### config.mk
export PLATFORM = sky130hd
export DESIGN_NAME = mult8u_product_accumulator
export DESIGN_NICKNAME = d
export VERILOG_FILES = /design/src/rtl/mult_acc_pkg.sv /design/src/rtl/mult8u_product_accumulator_sat_add.sv /design/src/rtl/mult8u_product_accumulator.sv
export SDC_FILE = /design/constraint.sdc
export NUM_CORES = 1
export LEC_CHECK = 0
export CORE_UTILIZATION = 40
export CTS_BUF_LIST = sky130_fd_sc_hd__clkbuf_16
export CTS_CLUSTER_DIAMETER = 80
export DETAILED_ROUTE_END_ITERATION = 10
export PLACE_DENSITY_LB_ADDON = 0.12
export SYNTH_ARGS = -nofsm -noshare
export SYNTH_HDL_FRONTEND = slang
export SYNTH_SLANG_ARGS = --single-unit
### constraint.sdc
create_clock -name clk -period 2.6 [get_ports clk]
set_input_delay 0.26 -clock clk [delete_from_list [all_inputs] [get_ports clk]]
set_output_delay 0.26 -clock clk [all_outputs]
set_load 0.03 [all_outputs]
### src/rtl/mult_acc_pkg.sv
// Shared types and helpers for the multiplier product accumulator.
// Groups of COUNT 16-bit products are summed into a saturating accumulator.
package mult_acc_pkg;

    typedef enum logic [1:0] {
        ST_IDLE  = 2'd0,
        ST_ACCUM = 2'd1,
        ST_DONE  = 2'd2
    } acc_state_t;

    // Minimum accumulator width that can never clamp for a given group length.
    function automatic int acc_min_w(input int count);
        return 16 + $clog2(count);
    endfunction

endpackage

### src/rtl/mult8u_product_accumulator_sat_add.sv
// Combinational unsigned add of a 16-bit product into a W-bit accumulator.
// On carry out, the result clamps to all ones and ovf is raised.
module sat_add_u #(
    parameter int W = 24
) (
    input  logic [W-1:0] a,
    input  logic [15:0]  b,
    output logic [W-1:0] y,
    output logic         ovf
);

    logic [W:0] full_sum;

    always_comb begin
        full_sum = {1'b0, a} + (W+1)'(b);
        ovf      = full_sum[W];
        y        = full_sum[W] ? {W{1'b1}} : full_sum[W-1:0];
    end

endmodule

### src/rtl/mult8u_product_accumulator.sv
// Sums groups of COUNT consecutive products into a saturating accumulator and
// presents each group total on a registered valid/ready output.
module mult8u_product_accumulator
    import mult_acc_pkg::*;
#(
    parameter int COUNT = 4,
    parameter int ACC_W = 24
) (
    input  logic             clk,
    input  logic             rst,
    input  logic             in_valid,
    output logic             in_ready,
    input  logic [15:0]      product,
    output logic             out_valid,
    input  logic             out_ready,
    output logic [ACC_W-1:0] sum,
    output logic             sat
);

    localparam int CNT_W = $clog2(COUNT + 1);

    acc_state_t       state_q, state_d;
    logic [ACC_W-1:0] acc_q, acc_d;
    logic [CNT_W-1:0] cnt_q, cnt_d;
    logic             sat_q, sat_d;

    logic [ACC_W-1:0] prod_ext;
    logic [ACC_W-1:0] add_y;
    logic             add_ovf;
    logic [CNT_W-1:0] cnt_inc;
    logic             accept;
    logic             transfer;
    logic             start_group;

    sat_add_u #(
        .W (ACC_W)
    ) u_sat_add (
        .a   (acc_q),
        .b   (product),
        .y   (add_y),
        .ovf (add_ovf)
    );

    assign out_valid = (state_q == ST_DONE);
    assign in_ready  = (state_q != ST_DONE) || out_ready;
    assign sum       = acc_q;
    assign sat       = sat_q;

    assign prod_ext = ACC_W'(product);
    assign cnt_inc  = cnt_q + CNT_W'(1);
    assign accept   = in_valid && in_ready;
    assign transfer = out_valid && out_ready;
    // An accept while DONE implies out_ready, so it always coincides with a transfer.
    assign start_group = accept && ((state_q == ST_IDLE) || (state_q == ST_DONE));

    always_comb begin
        state_d = state_q;
        acc_d   = acc_q;
        cnt_d   = cnt_q;
        sat_d   = sat_q;
        if (start_group) begin
            acc_d   = prod_ext;
            cnt_d   = CNT_W'(1);
            sat_d   = 1'b0;
            state_d = (COUNT == 1) ? ST_DONE : ST_ACCUM;
        end else begin
            case (state_q)
                ST_ACCUM: begin
                    if (accept) begin
                        acc_d = add_y;
                        sat_d = sat_q | add_ovf;
                        cnt_d = cnt_inc;
                        if (cnt_inc == CNT_W'(COUNT)) begin
                            state_d = ST_DONE;
                        end
                    end
                end
                ST_DONE: begin
                    if (transfer) begin
                        state_d = ST_IDLE;
                        cnt_d   = '0;
                    end
                end
                ST_IDLE: begin
                    state_d = ST_IDLE;
                end
                default: begin
                    state_d = ST_IDLE;
                    cnt_d   = '0;
                end
            endcase
        end
    end

    always_ff @(posedge clk or posedge rst) begin
        if (rst) begin
            state_q <= ST_IDLE;
            acc_q   <= '0;
            cnt_q   <= '0;
            sat_q   <= 1'b0;
        end else begin
            state_q <= state_d;
            acc_q   <= acc_d;
            cnt_q   <= cnt_d;
            sat_q   <= sat_d;
        end
    end

endmodule

Yosys cells after proc, flatten, opt, wreduce, memory -nomap -nowiden
Index checks and enable logic that the tools add are counted.
Word-level totals
  word-level logic and storage cells: 42
  bits in registers: 30
  output and inout port bits: 27
Cells by class
  eq/ne operators: 8
  add/sub/neg operators: 2
  multiplexer cells: 16
  bitwise operators: 1
  reduce and logical (&&, ||, !) cells: 11
Operator list (number)
  2-to-1 mux 24 bit: 4
  adder 24 x 16 -> 25 bit: 1
  2-to-1 mux 3 bit: 3
  one-hot mux 3 bit (3 select lines): 1
  2-to-1 mux 2 bit: 4
  inequality test 3 bit (second input constant): 2
  AND reduction 3 bit: 2
  inequality test 2 bit (second input constant): 2
  one-hot mux 2 bit (2 select lines): 1
  nonzero test 2 bit: 2
  adder 3 x 1 -> 3 bit (second input constant): 1
  equality test 3 bit (second input constant): 1
  logical AND 1 bit: 3
  2-to-1 mux 1 bit: 3
  inequality test 3 x 1 -> 1 bit (second input constant): 1
  equality test 2 x 1 -> 1 bit (second input constant): 1
  equality test 2 bit (second input constant): 1
  logical NOT 2 bit: 1
  logical OR 1 bit: 2
  AND reduction 2 bit: 1
  OR 1 bit: 1

Depth between registers and ports, before layout
  depth after elaboration: 6
  mapped depth: 11
  depth with buffers taken out: 10

By module
From an unflattened synthesis, not the netlist that was laid out.
Second synthesis, totals
  cell total of the unflattened synthesis: 304
  area total of the unflattened synthesis: 2601.2 um2
By module, submodules not included
  mult8u_product_accumulator: instances 1, cells each 129, area each 1405.1 um2
  sat_add_u: instances 1, cells each 175, area each 1196.1 um2

Worst setup path before layout
No wires, ideal clock.
  path kind: register -> register
  start point: register acc_q[0] (netlist: sum[0])
  end point: register acc_q[22] (netlist: sum[22])
  arrival time: 2.494 ns
  data required time: 2.464 ns
  setup time: 0.136 ns
  path slack: -0.030 ns
  stages on the path, launching flop included: 11
  path through: dfrtp_1 ha_1 inv_1 fa_1 nand2b_1 a211oi_1 nor3_2 a21oi_2 nand3_1 o311ai_1 o41ai_1
Between the ends
  word-level cells in the longest chain between the ends: 5
RTL lines
  start: declaration: line mult8u_product_accumulator.sv:23  | logic [ACC_W-1:0] acc_q, acc_d;
  start signal: assignment: line mult8u_product_accumulator.sv:98  | acc_q <= '0;
  start signal: assignment: line mult8u_product_accumulator.sv:103  | acc_q <= acc_d;
  adder 24 x 16 -> 25 bit: line mult8u_product_accumulator_sat_add.sv:15  | full_sum = {1'b0, a} + (W+1)'(b);
  2-to-1 mux 24 bit: line mult8u_product_accumulator_sat_add.sv:17  | y = full_sum[W] ? {W{1'b1}} : full_sum[W-1:0];
  2-to-1 mux 24 bit: line mult8u_product_accumulator.sv:69  | if (accept) begin
  2-to-1 mux 24 bit: line mult8u_product_accumulator.sv:67  | case (state_q)
  2-to-1 mux 24 bit: line mult8u_product_accumulator.sv:61  | if (start_group) begin
No other way between the ends. The select of a mux whose other input is x is not followed.
A chain may end at the register's enable or synchronous reset.

Worst setup path after layout
  start point: input port product[1]
  end point: register acc_q[17] (netlist: sum[17])
Between the ends
  word-level cells in the longest chain between the ends: 5
RTL lines
  start: declaration: line mult8u_product_accumulator.sv:13  | input logic [15:0] product,
  adder 24 x 16 -> 25 bit: line mult8u_product_accumulator_sat_add.sv:15
  2-to-1 mux 24 bit: line mult8u_product_accumulator_sat_add.sv:17
  2-to-1 mux 24 bit: line mult8u_product_accumulator.sv:69
  2-to-1 mux 24 bit: line mult8u_product_accumulator.sv:67
  2-to-1 mux 24 bit: line mult8u_product_accumulator.sv:61
No other way between the ends. The select of a mux whose other input is x is not followed.

==> reports/metrics.yaml <==
synth:
  yosysSeqAreaShare_pct: 30.9
  synth_top_cell_area_share_pct: 30.9
  yosysTopAreaCell: "dfrtp_1"
  synth_seq_cells: 30
  synth_flop_cell: "dfrtp_1"
  yosys_warnings: 0
  synth_edf_count: 0
  synth_fp_nets: 328
  synthArstFlopShare_pct: 100
  avgSynthCellArea_um2: 8.41
  synth_cells: 289
  ys_top_cells_by_area: "dfrtp_1 (31%), ha_1 (9.3%), a21oi_1 (4.5%)"
  yosys.cell_types.count: 59
  syn-cell-area_um2: 2430
global_routing:
  grt_pass1_wl_um: 10900
  grt_max_degree: 31
  antenna_found_initial: 0
  grt_usage_pct: 21.9
  use_met1_pct: 27.0
  met2_usage_pct: 39.1
  grt_overflow: 0
  grt_pass1_vias: 2436
  busiest_layer: "met2"
  grtUsageMet3_pct: 3.09
timing:
  fmax_ghz: 0.401
  worst_pin_slew_ps: 461
  setup_viol: 0
  skew_ps: 4.26
  finalHoldWorstSlack_ps: 318
  slew_violations: 0
  max_slew_margin_pct: 69.2
  hold_violations: 0
  fin_crit_sh_pct: 95.9
  finalCriticalPeriod_ps: 2490
die:
  initial_core_util_pct: 41.3
  rows: 28
  io_pins: 47
  die_h_um: 80.0
  dieArea_um2: 6390
  coreArea_um2: 5890
  dieWidth_um: 80.0
placement:
  hpwlAfterDp_um: 4800
  dpl_cell_area_um2: 3260
  io_buffers: 46
  dp_cells: 441
  gp_congestion: 0.824
routing:
  drc: 0
  avgRoutedWirePerCell_um: 15.0
  via_per_inst: 5.46
  routed_wl_um: 6780
  first_iter_violations: 74
  first_pass_iters: 4
  vias: 2467
  route.antenna.remaining_nets: 0
clock_tree:
  htree_levels: 2
  cts_buffers: 5
  clock-root-buffer: "clkbuf_16"
  clkLatencyLatePin_ps: 280
  cts_tree: "done"
  clk_transition_reported_paths_ps: 50
  cts_buffer_depth: 2
  cts_sinks: 30
pwr:
  leakage_nw: 1.58
  ir_drop_uv: 635
  power.density_nw_per_um2: 1200
layout:
  nNetsFinal: 416
  final_common_cell: "buf_4"
  drive_gt1_share_pct: 21.5
  final_util_pct: 60.1
  fill_cells: 532
  final_cells: 452
  diodes: 0
  mostFrequentLayoutCells: "buf_4 (47), clkdlybuf4s50_1 (45), nand2_1 (29), nor2_1 (29), dfrtp_1 (29)"
  area_growth_pct: 45.6
  stdcell_area_um2: 3540
critical_path:
  path_class: "input pin to register"
  required_ps: 2740
  cp_max_fo: 3
  worstPathArrival_ps: 2640
  worstSetupStartpointType: "input pin"
  endpoint_kind: "register"
worst_hold_path:
  hold_path.class: "input pin to register"
status:
  status: "complete, no violations"
run:
  drv_cap: 0
[layer usage]
layer	up-vias	wire length, um	part of all wire, %
met5	-	0	0
met4	0	74	1.1
met3	8	198	2.9
met2	48	3260	48
met1	1179	3250	48
li1	1232	-	-
[cell families (layout without fill, tap and decap cells)]
kind of cell	Yosys count	in the layout	synth area share [%]
buf+inv	25	113	4.32
compound gates	98	98	28.5
simple gates	101	101	20.1
flops	30	30	30.9
fa+ha+maj	19	19	10.1
mux	6	6	2.52
xor+xnor	10	10	3.60
[through the flow]
step | TNS, ps | worst slack [ps] | power, mW
finish | 0 | 106 | 4.26
global route | -4.05 | -4.05 | 4.56
CTS | 0 | 45.2 | 4.18
detailed placement | -5120 | -308 | 3.48
global placement | -5030 | -298 | 3.45
floorplan | 0 | 67.0 | 2.51
[synthesized netlist by cell type, types with 3 or more instances]
cell type and number:
o22ai_1 9, nand3_1 9, ha_1 18, nand2_1 29
nand4_1 3, xor2_1 5, clkbuf_1 9, inv_1 12
nor2b_1 3, o21ai_1 3, nand2b_1 5, dfrtp_1 30
a22o_1 3, xnor2_1 5, o21a_1 3, a21o_1 8
o31ai_1 6, o211ai_1 4, buf_2 3, a21oi_1 22
mux2i_1 5, nor3_1 8, o21ai_0 16, nor2_1 29
[where the power goes]
group / internal [mW] / leakage [nW] / switching, mW
Sequential: 0.647 / 0.375 / 0.168
Combinational: 1.32 / 1.13 / 1.47
Clock: 0.443 / 0.0773 / 0.212
Total: 2.41 / 1.58 / 1.85
[final cells by class]
class | instances | area, um^2 | area share, %
multi-input cells | 234 | 1660 | 47.0
repair buffers | 94 | 827 | 23.4
flip-flops and latches | 30 | 752 | 21.2
clock buffers | 5 | 125 | 3.53
well taps | 75 | 93.8 | 2.65
inverters | 12 | 45.0 | 1.27
clock inverters | 2 | 33.8 | 0.954
[flip-flops by register name (all words and copies together), names as in the netlist]
| register | flops |
|---|---|
| state_q | 2 |
| sat | 1 |
| sum | 24 |
| cnt_q | 3 |
[critical path, stage by stage]
cell and delay (ps):
clkdlybuf4s50_1 420, buf_4 150, ha_1 270, a21o_1 130, nand4_1 220, a211oi_4 360
o311ai_4 120, o21ai_2 210, a21oi_1 100, or4_1 390
[final timing paths]
path                                         start                    to  slack, ps  cells past startpoint
worst max-delay path                    product[1]   sum[17]$_DFFE_PP0P_        110                     10
worst min-delay path                    product[0]    sum[0]$_DFFE_PP0P_        320                      3
worst max register to register  sum[0]$_DFFE_PP0P_   sum[22]$_DFFE_PP0P_        160                     11
worst min register to register     sat$_DFFE_PP0P_       sat$_DFFE_PP0P_        500                      2
max in group asynchronous                      rst    sum[0]$_DFFE_PP0P_       1910                      3
min in group asynchronous                      rst  cnt_q[0]$_DFFE_PP0P_        370                      3
[repair_timing]
| action | CTS | global route |
|---|---|---|
| endpoints found under the setup margin | 7 | 23 |
| gates resized for setup | 3 | 20 |
| hold buffers | 0 | 0 |
| hold endpoints to repair | 0 | 0 |
| cloned | 0 | 1 |
| pin swaps | 0 | 10 |
| setup buffers | 1 | 2 |
(Power assumes the default switching activity.)
